**src/rtl/lin_fit_pkg.sv**
```systemverilog
// Shared fixed-point constants and types for the line-fit blocks (regression and sweeper).
package lin_fit_pkg;

   localparam int A_FRAC = 3;
   localparam int B_FRAC = 10;
   localparam int A_W    = 18;
   localparam int B_W    = 25;
   localparam int ACC_W  = 38;

   localparam int X_MAX  = 1023;
   localparam int Y_MAX  = 767;
   localparam int X_W    = 11;
   localparam int Y_W    = 10;
   localparam int YF_W   = ACC_W - B_FRAC;

   typedef enum logic [1:0] {
      S_IDLE,
      S_EMIT,
      S_DONE
   } sweep_state_t;

   // Brings the intercept onto the slope's binary point so acc = a*128 + b*x exactly.
   function automatic logic signed [ACC_W-1:0] align_intercept(input logic signed [A_W-1:0] a);
      return ACC_W'(a) <<< (B_FRAC - A_FRAC);
   endfunction

endpackage

```
**src/rtl/line_sweeper_y_round_clamp.sv**
```systemverilog
// Combinational rounding of the swept accumulator to an integer pixel row.
// Build option: define LINE_CLAMP_EN to saturate y_out to 0..Y_MAX instead of wrapping.
module y_round_clamp
   import lin_fit_pkg::*;
(
   input  logic signed [ACC_W-1:0] acc_in,
   output logic        [Y_W-1:0]   y_out,
   output logic                    in_range_out
);

   localparam logic signed [ACC_W-1:0] ROUND_HALF = ACC_W'(1 << (B_FRAC - 1));
   localparam logic signed [YF_W-1:0]  Y_MAX_F    = YF_W'(Y_MAX);

   logic signed [YF_W-1:0] y_full;
   logic                   below;
   logic                   above;

   assign y_full       = YF_W'((acc_in + ROUND_HALF) >>> B_FRAC);
   assign below        = y_full[YF_W-1];
   assign above        = !below && (y_full > Y_MAX_F);
   assign in_range_out = !below && !above;

`ifdef LINE_CLAMP_EN
   // NOTE: y_out gets a value on every path through this block, so no latch is inferred.
   always_comb begin
      y_out = y_full[Y_W-1:0];
      if (below)
         y_out = '0;
      else if (above)
         y_out = Y_W'(Y_MAX);
   end
`else
   assign y_out = y_full[Y_W-1:0];
`endif

endmodule

```
**src/rtl/line_sweeper.sv**
```systemverilog
// Sweeps x over 0..X_MAX for one latched (intercept, slope) pair and streams rounded (x, y) points.
// Build option: LINE_CLAMP_EN selects saturating y_out inside y_round_clamp.
module line_sweeper
   import lin_fit_pkg::*;
(
   input  logic                  clk_in,
   input  logic                  rst_in,
   input  logic signed [A_W-1:0] a_in,
   input  logic signed [B_W-1:0] b_in,
   input  logic                  coef_valid_in,
   output logic                  coef_ready_out,
   input  logic                  abort_in,
   output logic [X_W-1:0]        x_out,
   output logic [Y_W-1:0]        y_out,
   output logic                  in_range_out,
   output logic                  valid_out,
   input  logic                  ready_in,
   output logic                  busy_out,
   output logic                  done_out
);

   sweep_state_t            state, state_next;
   logic                    load, step;
   logic [X_W-1:0]          x_q;
   logic signed [ACC_W-1:0] acc_q;
   logic signed [B_W-1:0]   b_q;
   logic                    in_range_raw;

   always_comb begin
      state_next = state;
      load       = 1'b0;
      step       = 1'b0;
      unique case (state)
         S_IDLE: begin
            if (coef_valid_in) begin
               state_next = S_EMIT;
               load       = 1'b1;
            end
         end
         S_EMIT: begin
            if (ready_in) begin
               if (x_q == X_W'(X_MAX))
                  state_next = S_DONE;
               else
                  step = 1'b1;
            end
         end
         S_DONE:  state_next = S_IDLE;
         default: state_next = S_IDLE;
      endcase
      // Abort beats both a coefficient accept and a pending handshake.
      if (abort_in) begin
         state_next = S_IDLE;
         load       = 1'b0;
         step       = 1'b0;
      end
   end

   // NOTE: state and datapath registers use non-blocking assignments so every flop samples pre-edge values.
   always_ff @(posedge clk_in) begin
      if (rst_in) begin
         state <= S_IDLE;
         x_q   <= '0;
         acc_q <= '0;
         b_q   <= '0;
      end else begin
         state <= state_next;
         if (load) begin
            x_q   <= '0;
            acc_q <= align_intercept(a_in);
            b_q   <= b_in;
         end else if (step) begin
            x_q   <= x_q + X_W'(1);
            acc_q <= acc_q + ACC_W'(b_q);
         end
      end
   end

   y_round_clamp u_y_round_clamp (
      .acc_in       (acc_q),
      .y_out        (y_out),
      .in_range_out (in_range_raw)
   );

   assign coef_ready_out = (state == S_IDLE);
   assign valid_out      = (state == S_EMIT);
   assign busy_out       = (state == S_EMIT);
   assign done_out       = (state == S_DONE);
   assign x_out          = x_q;
   // Only meaningful alongside a point, which also keeps it low out of reset.
   assign in_range_out   = in_range_raw && (state == S_EMIT);

endmodule

```
**config.mk**
```make
export PLATFORM = sky130hd
export DESIGN_NAME = line_sweeper
export DESIGN_NICKNAME = d
export VERILOG_FILES = /design/src/rtl/lin_fit_pkg.sv /design/src/rtl/line_sweeper_y_round_clamp.sv /design/src/rtl/line_sweeper.sv
export SDC_FILE = /design/constraint.sdc
export NUM_CORES = 1
export LEC_CHECK = 0
export BUFFER_PORTS_ARGS = -buffer_cell sky130_fd_sc_hd__buf_4
export CAP_MARGIN = 20
export CORE_ASPECT_RATIO = 0.7
export CORE_UTILIZATION = 50
export DETAILED_ROUTE_END_ITERATION = 6
export GPL_ROUTABILITY_DRIVEN = 0
export GPL_TIMING_DRIVEN = 0
export MAX_ROUTING_LAYER = met4
export PLACE_DENSITY = 0.7
export SLEW_MARGIN = 15
export SYNTH_ARGS = -nofsm -noshare
export SYNTH_HDL_FRONTEND = slang
export SYNTH_HIERARCHICAL = 1
export SYNTH_SLANG_ARGS = --single-unit
```
**constraint.sdc**
```tcl
create_clock -name clk_in -period 3.2 [get_ports clk_in]
set_input_delay 0.32 -clock clk_in [delete_from_list [all_inputs] [get_ports clk_in]]
set_output_delay 0.32 -clock clk_in [all_outputs]
set_load 0.01 [all_outputs]
```
After elaboration in Yosys (flattened, before gate mapping)
Index checks and enable logic that the tools add are counted.

Word-level logic and storage cells: 38. Register bits: 76. Output and inout bits: 26.

Magnitude comparators: 1. $add $sub $neg: 3. Reduce and logical (&&, ||, !) cells: 10. Eq/ne operators: 6. Multiplexer cells: 13.

Operator list (count): $mux 38 (2); $add 38x11->38 const B (1); $add 38x25->38 (1); $gt 28x11->1 const B (1); $add 11x1->11 const B (1); $eq 11x10->1 const B (1); $mux 1 (7); $mux 2 (3); $ne 2x2->1 const B (2); $pmux 2 s2 (1); $reduce_or 2->1 (2); $logic_and 1x1->1 (3); $reduce_and 3->1 (1); $eq 2x1->1 const B (1); $eq 2x2->1 const B (1); $logic_not 1->1 (2); $logic_not 2->1 (1); $ne 2x1->1 const B (1); $reduce_bool 2->1 (1).

Depth between registers and ports, before layout
Gate-level depths: netlist of the first run.

Depth after elaboration: 7. Depth in mapped cells: 11.

Modules after synthesis
The synthesis of the first run kept the hierarchy.

Modules (own cells, without submodules): line_sweeper (cells each 658, area each 5191.2 µm², instances 1); y_round_clamp (cells each 99, area each 680.7 µm², instances 1).

Worst setup path before layout of the first run
OpenSTA, ideal clock, no wires.

Kind: reg-to-output. Start: register acc_q[12]. End: output in_range_out. Cell stages (with the launch flop): 8. Required time: 2880 ps. Setup slack: 846 ps. Path buffers: 0. Arrival: 2034 ps. Cell sequence: dfxtp_1 and4_4 nand2_4 or3_1 a222oi_1 o211ai_1 nor4_2 and2_1.

Word-level cells in the longest chain between the ends: 6.

RTL lines: start: declaration (line line_sweeper.sv:25) `logic signed [ACC_W-1:0] acc_q;`; start signal: assignment (line line_sweeper.sv:70) `acc_q <= align_intercept(a_in);`; start signal: assignment (line line_sweeper.sv:74) `acc_q <= acc_q + ACC_W'(b_q);`; $add 38x11->38 (*) (line line_sweeper_y_round_clamp.sv:18) `assign y_full = YF_W'((acc_in + ROUND_HALF) >>> B_FRAC);`; $gt 28x11->1 / $logic_not 1->1 (equally long branches) (line line_sweeper_y_round_clamp.sv:20, line_sweeper_y_round_clamp.sv:21); $logic_and 1x1->1 (line line_sweeper_y_round_clamp.sv:20) `assign above = !below && (y_full > Y_MAX_F);`; $logic_not 1->1 (line line_sweeper_y_round_clamp.sv:21) `assign in_range_out = !below && !above;`; $logic_and 1x1->1 (*) (line line_sweeper_y_round_clamp.sv:21); net in_range_raw (line line_sweeper.sv:27) `logic in_range_raw;`; $logic_and 1x1->1 (*) (line line_sweeper.sv:91) `assign in_range_out = in_range_raw && (state == S_EMIT);`; end: declaration (line line_sweeper.sv:15) `output logic in_range_out,`.

Mark *: on every way through the listed nets, which the timed path passes. The rest lies on a longest branch.

Final worst setup path of the first run
Start: register b_q[24]. End: register acc_q[31].

Word-level cells in the longest chain between the ends: 3.

RTL lines: start: declaration (line line_sweeper.sv:26) `logic signed [B_W-1:0] b_q;`; start signal: assignment (line line_sweeper.sv:71) `b_q <= b_in;`; $add 38x25->38 (line line_sweeper.sv:74); $mux 38 (line line_sweeper.sv:72) `end else if (step) begin`; $mux 38 (line line_sweeper.sv:68) `if (load) begin`.

No other way between the ends. The select of a mux whose other input is x is not followed. A chain may end at the register's enable or synchronous reset.

==> results of run 1 <==
worst max-delay path, cell delays in order, from the launching register on:
cell      delay [ns]
dfxtp_1         0.77
ha_1            0.36
buf_2           0.17
a21oi_1         0.28
o21bai_1        0.10
a21oi_1         0.35
o32ai_1         0.17
nor2_1          0.20
nor4b_1         0.34
nor4_1          0.10
layout make-up:
type | count | area share [%]
Sequential cell | 76 | 21.8
Multi-Input combinational cell | 624 | 57.8
Clock buffer | 13 | 4.00
Timing Repair Buffer | 76 | 8.15
Inverter | 12 | 0.644
Buffer | 45 | 4.20
Tap cell | 153 | 2.74
Clock inverter | 3 | 0.608
stage by stage:
stage               area [um2]  setup slack, ns  instances
floorplan                 5870            0.846        757
global placement          6610            0.450        983
detailed placement        6610            0.362        983
CTS                       6930            0.137        999
global route              7000           0.0567       1002
finish                    7000            0.201       1002
kinds of logic (layout without fill, tap and decap cells):
group | Yosys count | in the layout | synth area share [%]
AND/OR/NAND/NOR | 295 | 295 | 25.2
AO/OA/AOI/OAI | 245 | 245 | 27.7
flip-flops | 76 | 76 | 25.9
buffers and inverters | 57 | 149 | 5.77
XOR/XNOR | 41 | 41 | 6.12
adder cells (fa/ha/maj) | 40 | 40 | 8.65
multiplexers | 3 | 3 | 0.618
per-layer routing:
layer | wire length [um] | track usage [%] | vias up | part of all wire (%)
met5 | 0 | - | - | 0
met4 | 209 | 7.66 | 0 | 1.1
met3 | 1900 | 6.02 | 22 | 10
met2 | 7730 | 47.3 | 337 | 42
met1 | 8450 | 44.2 | 2893 | 46
li1 | - | - | 2973 | -
repair_timing:
item / 4_1_cts / 5_1_grt
setup endpoints to repair: 0 / 1
resized for setup: 0 / 10
hold endpoints to repair: 0 / 0
setup buffers: 0 / 2
Yosys cell counts, types with 7 or more instances:
cell type,count,area [um2]
a31oi_1,9,56.3
nor2_1,52,195
clkbuf_1,17,63.8
buf_2,12,60.1
o211ai_1,8,60.1
xnor2_1,20,175
dfxtp_1,76,1520
and3_1,9,56.3
a211oi_1,9,67.6
nor3_1,9,45.0
xor2_1,21,184
a22oi_1,17,128
nand4_1,26,163
a21o_1,21,158
o21bai_1,7,52.6
nand3_1,26,130
nand2b_1,9,56.3
a21oi_1,93,465
ha_1,39,488
nand2_1,116,435
o21ai_0,24,120
inv_1,12,45.0
sequential cells by signal (all words and copies together), names as in the netlist:
register,count
acc_q,38
b_q,25
x_out,11
state,2
worst min path at each step:
| stage | from | to | slack, ns | cells after the start |
|---|---|---|---|---|
| 3_5_place_dp | b_q[0] | b_q[0] | 0.45 | 2 |
| 3_3_place_gp | acc_q[2] | acc_q[2] | 0.45 | 2 |
| 4_1_cts | abort_in | state[0] | 0.17 | 2 |
| 6_report | abort_in | state[0] | 0.19 | 2 |
| 5_1_grt | abort_in | state[0] | 0.18 | 2 |
| 2_1_floorplan | abort_in | state[0] | 0.40 | 1 |
power breakdown:
| part | switching (mW) | total [mW] | internal [mW] |
|---|---|---|---|
| clock | 0.394 | 1.08 | 0.688 |
| combinational | 0.240 | 0.426 | 0.187 |
| sequential | 0.0579 | 1.04 | 0.983 |
==> impl_results.md, run 1 <==
- Status: completed
- Register bit total from synthesis: 76
- Residual DRC: 0
- Final setup fails: 0
- First-pass GRT wire length: 29500 um
- Vias per cell: 6.21
- Mapped Area: around 6000 um2
- Buffer depth of the longest clock path: 2
- Nets: ~930
- Pins Over Slew Limit: 0
- Kind of critical path: reg2reg
- WP data required: between 3 and 4 ns
- Fillers: roughly 1000
- Tightest Pin Transition: about 0.71 ns
- Commonest non-fill, non-tap cell in the layout: nand2_1
- Seq. cell area: roughly 1500 um2
- Detail Route Antenna Nets: 0
- Clock Skew: ~0.0074 ns
- Die width: about 130 um
- Sink Count: 76
- Clk root buf: clkbuf_16
- Rel. slew slack: a little over half
- CTS buffer count: 9
- Die area: 12200 um2
- Die Height: between 90 and 100 um
- RSZ-0062 raised after global routing: false
- Worst setup SP type: flip-flop
- # diodes: 0
- Most frequent cells in the layout: nand2_1 (116), a21oi_1 (93), buf_4 (80), dfxtp_1 (72), nor2_1 (51)
- Worst-Skew Late Latency: between 0.3 and 0.4 ns
- Cts hold-fix bufs: 0
- Fin Setup TNS: 0 ns
- Core area: 11200 um2
- Final hold viol count: 0
- Post-synth EDFFs: 0
- Share of layout cells above drive strength 1: 19.2%
- Max-cap violations: 0
- P_leak: roughly 3.0 nW
- Crit. Startpoint: b_q[24]
- WHS: roughly 0.19 ns
- Critical Path End Type: flip-flop
- Final worst path period share: approximately 94%
- Post-synthesis cell count: approximately 760
- Initial antenna violation count: 0
- CP endpoint: acc_q[31]
- R2R Setup Slk: 0.20 ns
- Multi-input gate area: between 4000 and 5000 um2
- Buffers on Ports: 73
- Tot Pwr: 2.55 mW
- Tmin final: between 2 and 3 ns
- Highest Clock Rate: around 330 MHz
- Asr flop ratio synth: 0%
- HPWL after DPL: approximately 14000 um
- # H-tree levels: 3
- CTS tree: built
- Gr ovfl total: 0
- Largest net degree at the start of global routing: 16
- All-Layer GR Usage: approximately a third
- Post-Syn Nets: 845
- WP data arrival: ~3.2 ns
- Routed wire per std cell: between 15 and 20 um
- Crit Path Max Fanout: 15
- VDD IR-drop max: roughly 300 uV
- Syn avg cell area: around 7.8 um2
- Row Count: 32
- Via count: 6225
- Ys flop type: dfxtp_1
- Yosys cell types: 81
- Sequential area share after synthesis: 25.9%
- Post-synthesis to final-layout area growth: 19.2%
- Vias in the first global route: ~5800
- Starting Density: roughly 52%
- Syn. warnings: 6
- Worst Hold Class: in2reg
- R2R depth: 9
- Core Util, Final: a little over three fifths
- Total iterations of the first detailed-routing run: 5
- CTS clk-pin slew, worst paths: roughly 0.060 ns
- Initial DRC count: between 500 and 600
- Pwr dens: approximately 360 nW/um2
- FF-to-FF End: acc_q[31]
- Drt total wl: roughly 18000 um
- Io pins: 74
- R2R Path Start: b_q[24]
(Power assumes the default switching activity.)
==> run 2, diff against run 1 <==
Settings changed: PLACE_DENSITY 0.7 to 0.71, SYNTH_HIERARCHICAL 1 to default.
==> run 2 against run 1 <==
Global-route usage fell by 0.34 points. Hold slack improved by 0.032 ns. Final cell count fell by 2.9%. Sequential share of layout area rose by 1.1 points. Register-to-register slack improved by 0.03 ns. Non-clock buffer count fell by 13. Die area fell by 4.1%. Area after synthesis fell by 4.2%. Via count fell by 4.1%.
==> impl_results.md, run 2 <==
- Status: completed
- Sequential area share after synthesis: 27.1% (+1.1 points)
- Via count: 5969 (-4.1%)
- P_leak: 2.72 nW (-8.0%)
- Setup ws final: 0.0744 ns (-0.127 ns)
- Ys flop type: dfxtp_1
- R2R depth: 8 (-1)
- Share of layout cells above drive strength 1: 17.0% (-2.2 points)
- Placed Cells incl. Taps: 957 (-2.6%)
- Nets: 909 (-2.5%)
- Commonest non-fill, non-tap cell in the layout: nand2_1
- # H-tree levels: 3 (unchanged)
- Largest cells by area after synthesis: dfxtp_1 (27%), ha_1 (8.7%), a21oi_1 (8.5%)
- Tot Pwr: 2.52 mW (-1.0%)
- # diodes: 0 (unchanged)
- Worst Hold Endpoint: b_q[13]
- Hold depth: 3 (+1)
- Most frequent cell after synthesis: nand2_1
- Vias per cell: 6.13 (-1.3%)
- Starting Density: 52.9% (+0.54 points)
- All-Layer GR Usage: 31.5% (-0.34 points)
- Initial DRC count: 545 (-6.7%)
- Final setup fails: 0 (unchanged)
- HPWL after DPL: 13200 um (-5.4%)
- Row Count: 31 (-3.1%)
- Critical path cell sequence: ha_2 -> nand2_2 -> nor2_4 -> nand4_1 -> nor2_1 -> nand2_1 -> mux2_2 -> o32a_1 -> a2111oi_2 -> buf_4
- Total iterations of the first detailed-routing run: 5 (unchanged)
- WP data arrival: 2.81 ns (-0.37 ns)
- Crit Path Max Fanout: 6 (-9)
- CTS buffer count: 9 (unchanged)
- Syn avg cell area: 7.64 um2 (-1.5%)
- Worst path slowest cell: dfxtp_1
- Core area: 10600 um2 (-5.2%)
- Final worst path period share: 97.7% (+4.0 points)
- Fin Setup TNS: 0 ns (unchanged)
- Post-synthesis to final-layout area growth: 18.9%
- VDD IR-drop max: 259 uV (-15%)
- Worst setup SP type: flip-flop
- Die width: 129 um (-2.1%)
- Vias in the first global route: 5469 (-5.0%)
- Sink Count: 76 (unchanged)
- Io pins: 74 (unchanged)
- CP top delay family: simple AND/OR/NAND/NOR gates
- Detail Route Antenna Nets: 0 (unchanged)
- Pre-CTS setup slack: 0.309 ns (-0.0529 ns)
- R2R Path Start: state[0]
- Post-Syn Nets: 824 (-2.5%)
- Post-synth EDFFs: 0 (unchanged)
- Drt total wl: 17500 um (-4.2%)
- Most frequent cells in the layout: nand2_1 (121), a21oi_1 (95), buf_4 (78), dfxtp_1 (70), nor2_1 (55)
- Yosys cell types: 73 (-9.9%)
- Synth cell count leaders: nand2_1 (121), a21oi_1 (95), dfxtp_1 (76)
- Die area: 11700 um2 (-4.1%)
- CTS tree: built
- WP data required: 2.88 ns (-0.50 ns)
- Max-cap violations: 0 (unchanged)
- Critical Path End Type: output port
- Dominant cell type by area after synthesis: dfxtp_1
- Non-Filler Instances: 973 (-2.9%)
- WHS: 0.219 ns (+0.0315 ns)
- Gr ovfl total: 0 (unchanged)
- Pins Over Slew Limit: 0 (unchanged)
- Pwr dens: 377 nW/um2 (+3.6%)
- Buffer depth of the longest clock path: 2 (unchanged)
- R2R Setup Slk: 0.23 ns (+0.03 ns)
- Kind of critical path: reg2out
- First-pass GRT wire length: 27900 um (-5.7%)
- Highest Clock Rate: 320 MHz (-4.1%)
- Tightest Pin Transition: 0.731 ns (+0.0238 ns)
- Syn. warnings: 0 (-6)
- Buffers on Ports: 73 (unchanged)
- Clock Skew: 0.00906 ns (+0.00169 ns)
- Min-delay src: b_in[13]
- Worst Hold Class: in2reg
- Routed wire per std cell: 18.0 um (-1.3%)
- Tmin final: 3.13 ns (+0.127 ns)
- Buffer and inverter count on the worst path: 1 (unchanged)
- Clk root buf: clkbuf_16
- Rel. slew slack: 51.2% (-1.5 points)
- Register bit total from synthesis: 76 (unchanged)
- Largest Register: acc_q
- Residual DRC: 0 (unchanged)
- Worst-Skew Late Latency: 0.35 ns (about the same)
- Largest net degree at the start of global routing: 19 (+3)
- Initial antenna violation count: 0 (unchanged)
- Crit-path max cell delay: 0.50 ns (-0.27 ns)
- Synth top area share: 27.1% (+1.1 points)
- CTS clk-pin slew, worst paths: 0.06 ns (about the same)
- Mapped Area: 5620 um2 (-4.2%)
- Post-synthesis cell count: 736 (-2.8%)
- Asr flop ratio synth: 0% (unchanged)
- Die Height: 90.7 um (-2.1%)
- Max reg flops: 38 (unchanged)
- FF-to-FF End: acc_q[13]
- WP depth: 10 (+1)
- Final hold viol count: 0 (unchanged)
-- run 2: final cells by class --
cell class | instances | area, um2
Multi-Input combinational cell | 618 | 3940
Fill cell | 1005 | 3940
Sequential cell | 76 | 1530
Timing Repair Buffer | 74 | 556
Clock buffer | 11 | 243
Tap cell | 148 | 185
Buffer | 34 | 151
Clock inverter | 4 | 50.0
Inverter | 8 | 30.0
-- run 2: cells by family (layout without fill, tap and decap cells) --
family | after synthesis | after routing | synth area share (%)
AO/OA/AOI/OAI | 217 | 217 | 25.7
XOR/XNOR | 49 | 49 | 7.63
adder cells (fa/ha/maj) | 40 | 40 | 9.03
buffers and inverters | 42 | 131 | 3.23
flip-flops | 76 | 76 | 27.1
multiplexers | 4 | 4 | 0.734
AND/OR/NAND/NOR | 308 | 308 | 26.6
-- run 2: how the worst max path moves through the flow --
| stage | endpoint | start | slack, ns |
|---|---|---|---|
| 2_1_floorplan | acc_q[37] | b_q[24] | 0.76 |
| 3_3_place_gp | acc_q[26] | acc_q[11] | 0.33 |
| 3_5_place_dp | in_range_out | acc_q[11] | 0.31 |
| 4_1_cts | in_range_out | acc_q[11] | 0.04 |
| 5_1_grt | in_range_out | acc_q[10] | -0.009 |
| 6_report | in_range_out | acc_q[10] | 0.07 |
-- run 2: metrics by stage --
step / utilization [%] / instance area (um2)
2_1_floorplan: - / 5620
6_report: 62.9 / 6690
5_1_grt: 62.9 / 6690
4_1_cts: 62.7 / 6660
3_5_place_dp: 59.8 / 6360
3_3_place_gp: 59.8 / 6360
-- run 2: report_power, final --
group	internal, mW	switching (mW)	total (mW)	leakage [nW]
registers	0.987	0.0568	1.04	0.622
clock network	0.620	0.415	1.04	0.138
logic	0.188	0.257	0.445	1.96
-- run 2: worst min-delay path: stages --
cell	delay, ns
buf_4	0.11
nand2_1	0.05
a21oi_1	0.05
-- run 2: repair_timing --
action,4_1_cts,5_1_grt
endpoints found under the setup margin,1,1
gates resized for setup,2,9
hold buffers,0,0
pin swaps,0,1
cloned,0,0
buffers inserted,0,1
-- run 2: per-layer routing --
layer  vias to the layer above  global-route usage, %  wire length, um
met5                         -                      -                0
met1                      2822                   44.6             8270
li1                       2849                      -                -
met2                       275                   45.0             7510
met3                        23                   6.93             1520
met4                         0                   7.16              228
==> run 3, diff against run 2 <==
Settings changed: CELL_PAD_IN_SITES_DETAIL_PLACEMENT from default to 1, CELL_PAD_IN_SITES_GLOBAL_PLACEMENT from default to 1, CORE_UTILIZATION 50 to 43, PLACE_DENSITY 0.71 to default, PLACE_DENSITY_LB_ADDON from default to 0.1.
==> run 3 against run 2 <==
Utilization fell by 9.2 points. Sequential share of layout area fell by 0.22 points. Fmax rose by 0.37%. Clock-buffer cell count shrank 1. Non-clock buffer count up 3. Global-route usage shrank 0.46 points. Critical path type unchanged.
==> impl_results.md, run 3 (synthesis results as in run 2) <==
- P_leak: 2.76 nW (+1.4%)
- Sw power: 791 uW (+8.6%)
- Kind of critical path: reg2out
- Core Util, Final: 53.8% (-9.2 points)
- Tightest Pin Transition: 0.806 ns (+0.0748 ns)
- Initial DRC count: 438 (-20%)
- Final worst path period share: 97.3% (-0.36 points)
- Nets: 912 (+0.33%)
- Non-Filler Instances: 991 (+1.8%)
- Pwr dens: 393 nW/um2 (+4.1%)
- Post-synthesis to final-layout area growth: 20.4%
- Combinational share of power: 17.4% (-0.2 points)
- Worst Hold Class: in2reg
- Pins Over Slew Limit: 0 (unchanged)
- Min-delay src: b_in[10]
- Int Power: 1.87 mW (+4.1%)
- Buffers on Ports: 73 (unchanged)
- All-Layer GR Usage: 31.0% (-0.46 points)
- Final hold viol count: 0 (unchanged)
- Share of layout cells above drive strength 1: 18.0% (+1.0 points)
- Clk root buf: clkbuf_16
- Total iterations of the first detailed-routing run: 5 (unchanged)
- Sw frac: 29.8% (+0.89 points)
- Io pins: 74 (unchanged)
- Rel. slew slack: 46.1% (-5.1 points)
- Row Count: 34 (+9.7%)
- Vias per cell: 6.12 (-0.25%)
- CTS clk-pin slew, worst paths: 0.07 ns (about the same)
- Clock Skew: 0.00937 ns (+0.000309 ns)
- Highest Clock Rate: 321 MHz (+0.37%)
- Critical path cell sequence: ha_2 -> nand2_2 -> nor2_4 -> mux2i_1 -> a41oi_1 -> nor4_2 -> nand4_1 -> a2111oi_2 -> buf_4
- Die area: 13500 um2 (+16%)
- Residual DRC: 0 (unchanged)
- Sequential power share: 39.3% (-2.0 points)
- Die width: 139 um (+7.7%)
- R2R Path Start: state[0]
- Worst setup SP type: flip-flop
- CTS buffer count: 9 (unchanged)
- HPWL after DPL: 15300 um (+16%)
- CTS tree: built
- Crit. Startpoint: acc_q[9]
- Routed wire per std cell: 20.5 um (+14%)
- WP data arrival: 2.79 ns (-0.02 ns)
- Crit Path Max Fanout: 6 (unchanged)
- Largest Register: acc_q
- Final setup fails: 0 (unchanged)
- RSZ-0062 raised after global routing: true
- Vias in the first global route: 6045 (+11%)
- Initial antenna violation count: 0 (unchanged)
- # H-tree levels: 3 (unchanged)
- Starting Density: 44.7% (-8.3 points)
- First-pass GRT wire length: 31900 um (+14%)
- Core area: 12600 um2 (+18%)
- Drt total wl: 20400 um (+16%)
- Commonest non-fill, non-tap cell in the layout: nand2_1
- Buffer depth of the longest clock path: 2 (unchanged)
- Worst path slowest cell: dfxtp_2
- Via count: 6064 (+1.6%)
- Worst-Skew Late Latency: 0.35 ns (about the same)
- Crit-path max cell delay: 0.44 ns (-0.06 ns)
- Max reg flops: 38 (unchanged)
- Post-DP Area: 6370 um2 (+0.28%)
- VDD IR-drop max: 279 uV (+7.8%)
- Die Height: 97.7 um (+7.7%)
- Critical Path End Type: output port
- Clock power share: 43.3% (+2.3 points)
- Status: completed
- Most frequent cells in the layout: nand2_1 (121), a21oi_1 (95), buf_4 (81), dfxtp_1 (67), nor2_1 (54)
- Sink Count: 76 (unchanged)
- Fin Setup TNS: 0 ns (unchanged)
- Tmin final: 3.11 ns (-0.0114 ns)
- # diodes: 0 (unchanged)
- Tot Pwr: 2.66 mW (+5.4%)
- Placed Cells incl. Taps: 971 (+1.5%)
- Max-cap violations: 0 (unchanged)
- Fillers: 1597 (+59%)
- Gr ovfl total: 0 (unchanged)
- Detail Route Antenna Nets: 0 (unchanged)
- Cts hold-fix bufs: 0 (unchanged)
- Post-Layout Inst Area: 6770 um2 (+1.2%)
- Largest net degree at the start of global routing: 19 (unchanged)
- WP data required: 2.88 ns (about the same)
==> run 3: cell type report <==
type	instances	area (um2)	area share, %
Clock inverter	6	95.1	1.40
Timing Repair Buffer	77	578	8.54
Sequential cell	76	1530	22.6
Clock buffer	10	229	3.38
Buffer	34	151	2.24
Multi-Input combinational cell	618	3950	58.4
Inverter	8	30.0	0.444
Tap cell	162	203	2.99
==> run 3: per-stage QoR <==
step                hold WS (ns)  setup slack [ns]
CTS                        0.208           0.00265
global placement           0.448             0.250
detailed placement         0.456             0.229
finish                     0.214            0.0858
global route               0.210           -0.0167
floorplan                  0.436             0.756
==> run 3: power groups by stage <==
stage	clock network, mW	logic [mW]	registers [mW]
6_report	1.15	0.461	1.05
5_1_grt	1.20	0.500	1.05
4_1_cts	1.16	0.453	1.04
3_5_place_dp	0	0.447	1.06
3_3_place_gp	0	0.426	1.06
2_1_floorplan	0	0.289	1.04
==> run 3: worst paths after layout <==
check | depth (start not counted) | slack [ns] | to
min reg2reg | 2 | 0.46 | acc_q[0]
max reg2reg | 8 | 0.15 | acc_q[13]
min | 3 | 0.21 | b_q[10]
max | 9 | 0.09 | in_range_out
==> run 3: timing repair <==
action,in CTS,in global routing
setup endpoints to repair,1,2
pin swaps,0,4
buffers inserted,0,4
gates resized for setup,3,13
==> run 3: layer usage <==
layer / vias up / GRT usage [%] / share of wire (%)
met4: 0 / 8.38 / 1.5
li1: 2851 / - / -
met2: 196 / 48.7 / 45
met3: 27 / 4.98 / 6.7
met5: - / - / 0
met1: 2990 / 41.4 / 46
==> run 3: critical path: cells and delay by family (launching register included) <==
| family | cells | cell delay, ns |
|---|---|---|
| DFF | 1 | 0.44 |
| buffers and inverters | 1 | 0.18 |
| adders and majority gates | 1 | 0.27 |
| muxes | 1 | 0.25 |
| and+or+nand+nor | 4 | 0.75 |
| AOI/OAI and AO/OA | 2 | 0.55 |
